==> config.mk <==
export PLATFORM = sky130hd
export DESIGN_NAME = rr_arbiter8
export DESIGN_NICKNAME = d
export VERILOG_FILES = /design/src/rtl/rr_arbiter8.sv
export SDC_FILE = /design/constraint.sdc
export NUM_CORES = 1
export LEC_CHECK = 0
export BUFFER_PORTS_ARGS = -buffer_cell sky130_fd_sc_hd__buf_2
export CORE_AREA = 2 2 134 84
export DETAILED_ROUTE_END_ITERATION = 16
export DIE_AREA = 0 0 136 86
export PLACE_DENSITY_LB_ADDON = 0.3
export SETUP_SLACK_MARGIN = 0.4
export SYNTH_ARGS = -nofsm -noshare
export SYNTH_HDL_FRONTEND = slang
export SYNTH_SLANG_ARGS = --single-unit
==> constraint.sdc <==
create_clock -name clk -period 5.6 [get_ports clk]
set_clock_uncertainty 0.2 [all_clocks]
set_input_delay 0.56 -clock clk [delete_from_list [all_inputs] [get_ports clk]]
set_output_delay 0.56 -clock clk [all_outputs]
set_load 0.01 [all_outputs]
==> src/rtl/rr_arbiter8.sv <==
// Eight-way round-robin arbiter with a registered one-hot grant held under a
// valid/ready handshake; priority rotates past each accepted winner.
module rr_arbiter8 #(
    parameter int unsigned RESET_PTR = 0
) (
    input  logic       clk,
    input  logic       rst_n,
    input  logic [7:0] req,
    input  logic       grant_ready,
    output logic [7:0] grant,
    output logic       grant_valid,
    output logic [2:0] ptr
);

    typedef enum logic {
        IDLE,
        GRANT
    } state_t;

    state_t     state_q, state_d;
    logic [7:0] grant_q, grant_d;
    logic [2:0] ptr_q, ptr_d;

    logic [2:0] win_idx;
    logic [2:0] arb_base;
    logic [2:0] scan_idx;
    logic [7:0] arb_grant;

    always_comb begin
        win_idx = '0;
        for (int unsigned i = 0; i < 8; i++) begin
            if (grant_q[i]) win_idx = 3'(i);
        end
    end

    // On accept the search starts just past the current winner, which is also the new pointer.
    assign arb_base = (state_q == GRANT) ? 3'(win_idx + 3'd1) : ptr_q;

    always_comb begin
        arb_grant = '0;
        scan_idx  = '0;
        for (int unsigned k = 0; k < 8; k++) begin
            scan_idx = 3'(arb_base + 3'(k));
            if (arb_grant == '0 && req[scan_idx]) arb_grant[scan_idx] = 1'b1;
        end
    end

    always_comb begin
        state_d = state_q;
        grant_d = grant_q;
        ptr_d   = ptr_q;
        if (state_q == IDLE) begin
            if (req != '0) begin
                grant_d = arb_grant;
                state_d = GRANT;
            end
        end else if (grant_ready) begin
            ptr_d = arb_base;
            if (req != '0) begin
                grant_d = arb_grant;
            end else begin
                grant_d = '0;
                state_d = IDLE;
            end
        end
    end

    always_ff @(posedge clk or negedge rst_n) begin
        if (!rst_n) begin
            state_q <= IDLE;
            grant_q <= '0;
            ptr_q   <= 3'(RESET_PTR);
        end else begin
            state_q <= state_d;
            grant_q <= grant_d;
            ptr_q   <= ptr_d;
        end
    end

    assign grant       = grant_q;
    assign grant_valid = (state_q == GRANT);
    assign ptr         = ptr_q;

endmodule

==> impl_metrics.toml <==
[logic_synthesis]
synth.net_count = 435
postSynthAreaPerCell_um2 = 7.32
ys.flop_type = "dfrtp_1"
ys_ff_latch = 12
synth_edf_count = 0
synthesis.area_um2 = 3080
synth_warnings = 0
synthArstFlopShare_pct = 100
ys_types = 87
synth_cells = 421
seq_area_frac_synth_pct = 9.74

[worst_hold_path]
hold_path.class = "reg2reg"
min_from = "grant[0]"
holdPathEnd = "grant[0]"
min_path_cells = 2

[floorplanning]
io_pins = 23
chipWidth_um = 136
dieArea_um2 = 11700
floorplan.rows = 29
core-area_um2 = 10400
start_util_pct = 29.7
die_h_um = 86

[setup_path]
path_class = "reg2reg"
critPathRequiredTime_ns = 5.57
rr_startpoint = "grant[2]"
reg2reg_to = "grant[1]"
ff2ff_setup_slack_ns = 0.10
cp-end-kind = "flop"
worstRegToRegCells = 26
cp.arrival_ns = 5.46
startpoint_type = "flop"
critPathMaxFanout = 6

[drt]
via_count = 4015
drtIter0Drc = 543
viasPerCell = 6.36
wl_per_cell_um = 21.8
drt_first_pass_iters = 5
drtAntennaViolNets = 0
finalWirelength_um = 13800
drc = 0

[layout]
antenna_cells = 0
area_growth_pct = 40.6
mostFrequentLayoutCell = "buf_4"
final_util_pct = 41.8
layout.cells.non_filler = 631
layout_common_cells = "buf_4 (66), nand2_1 (50), nor2_1 (37)"
fin_area_um2 = 4330
drive_above_1_share_pct = 41.9
final_nets = 507

[global_routing]
grt_max_degree = 30
overflow = 0
grt_pass1_vias = 3729
grt_first_pass_wirelength_um = 21200
antenna_found_initial = 0
grtUsageTotal_pct = 23.1

[sta]
max_clock_freq_ghz = 0.182
fin_crit_ns = 5.50
rsz0062_at_grt = "true"
hold_violations = 0
tightestPinTransition_ns = 0.875
slew_violations = 0
slew_headroom_pct = 41.2
finalSetupViolations = 0
period_share_pct = 98.1
timing.hold.ws_ns = 0.396

[clock_network]
path_clk_slew_ns = 0.04
cts_num_sinks = 12
htreeDepth = 1
worstSkewPairLatency_ns = 0.24
clockBufferDepth = 2
root_buffer = "clkbuf_16"
numCtsBuffers = 3
cts_tree = "built"

[run_status]
status = "completed"

[placement]
placed_area_um2 = 3570
place_congestion = 0.987
dpl.hpwl_um = 9810
portBuffers = 22
dp.cells = 588

[flow_run]
maxCapViolCount = 0
-- worst max path at each step --
stage	start	end	slack, ns	cells after the start
floorplan	grant[2]	grant[0]	0.14	24
CTS	grant[2]	grant[1]	0.29	24
global placement	grant[2]	grant[3]	0.01	21
finish	grant[2]	grant[1]	0.10	26
detailed placement	grant[2]	grant[0]	0.04	23
global route	grant[2]	grant[4]	-0.08	25
-- Yosys cell counts (4+ instances only) --
cell | count | area share [%]
a21oi_1 | 27 | 4.4
o31ai_1 | 6 | 1.5
mux2_2 | 7 | 2.6
nor2b_1 | 7 | 1.4
o2111ai_1 | 7 | 2.0
buf_2 | 8 | 1.3
and3_1 | 5 | 1.0
o211a_1 | 4 | 1.3
nor3_1 | 13 | 2.1
o21ai_0 | 22 | 3.6
inv_1 | 5 | 0.61
mux2i_1 | 13 | 4.2
o211ai_1 | 12 | 2.9
nand2_1 | 52 | 6.3
nor2_1 | 39 | 4.7
a211oi_1 | 8 | 1.9
clkbuf_1 | 16 | 1.9
nand3_1 | 22 | 3.6
or2_2 | 4 | 0.81
dfrtp_1 | 12 | 9.7
a31oi_1 | 4 | 0.81
nand4_1 | 9 | 1.8
nand2b_1 | 9 | 1.8
nand3b_1 | 4 | 0.97
-- registers in the layout, indices dropped and copies added (netlist names) --
signal	cells
grant	8
grant_valid	1
ptr	3
-- cells by family after synthesis --
| logic type | count (synthesis) | synth area share [%] |
|---|---|---|
| AND/OR/NAND/NOR | 196 | 34.1 |
| AO/OA/AOI/OAI | 145 | 39.5 |
| buffers and inverters | 38 | 5.80 |
| multiplexers | 22 | 7.75 |
| flip-flops | 12 | 9.74 |
| XOR/XNOR | 5 | 1.87 |
| adder cells (fa/ha/maj) | 3 | 1.22 |
-- routing by layer --
metal | up-vias | share of wire [%] | track usage (%)
li1 | 1782 | - | -
met1 | 1966 | 48 | 36.3
met2 | 249 | 40 | 31.9
met3 | 18 | 11 | 5.08
met4 | 0 | 0.60 | 3.31
met5 | - | 0 | 0
-- metrics by stage --
stage               setup TNS, ns  setup WS [ns]
global placement                0         0.0139
finish                          0          0.104
global route               -0.318        -0.0777
CTS                             0          0.289
detailed placement              0         0.0418
floorplan                       0          0.142
-- worst max-delay path, stage by stage (launching register included) --
cell and delay [ns]:
dfrtp_1 0.37, nand2b_4 0.14, a221o_1 0.30, nand2b_1 0.15, ha_4 0.24, nand2_2 0.06, a21boi_4 0.21, clkinv_4 0.08
ha_4 0.19, buf_6 0.13, nand2b_4 0.14, a21oi_1 0.15, o211ai_1 0.13, a311o_1 0.32, o211ai_1 0.17, o211ai_1 0.19
buf_4 0.18, nand4b_1 0.22, buf_4 0.19, o221ai_4 0.12, a41oi_4 0.24, o31ai_4 0.16, nor3_4 0.33, o211ai_4 0.17
buf_6 0.17, o311a_1 0.33, a21oi_2 0.15
-- area by class of cell --
cell class | count | area [um2]
Clock buffer | 4 | 88.8
Multi-Input combinational cell | 371 | 3020
Timing Repair Buffer | 97 | 714
Tap cell | 139 | 174
Fill cell | 1096 | 6040
Sequential cell | 12 | 303
Inverter | 8 | 35.0
-- timing repair --
action / CTS / global route
hold endpoints to repair: 12 / 0
setup buffers: 28 / 10
pin swaps: 30 / 30
cloned: 0 / 0
endpoints found under the setup margin: 8 / 8
gates resized for setup: 38 / 30
hold buffers: 1 / 0
Power is not shown: default switching activity piles up to over one toggle a cycle in this logic, so the estimate is an artifact.
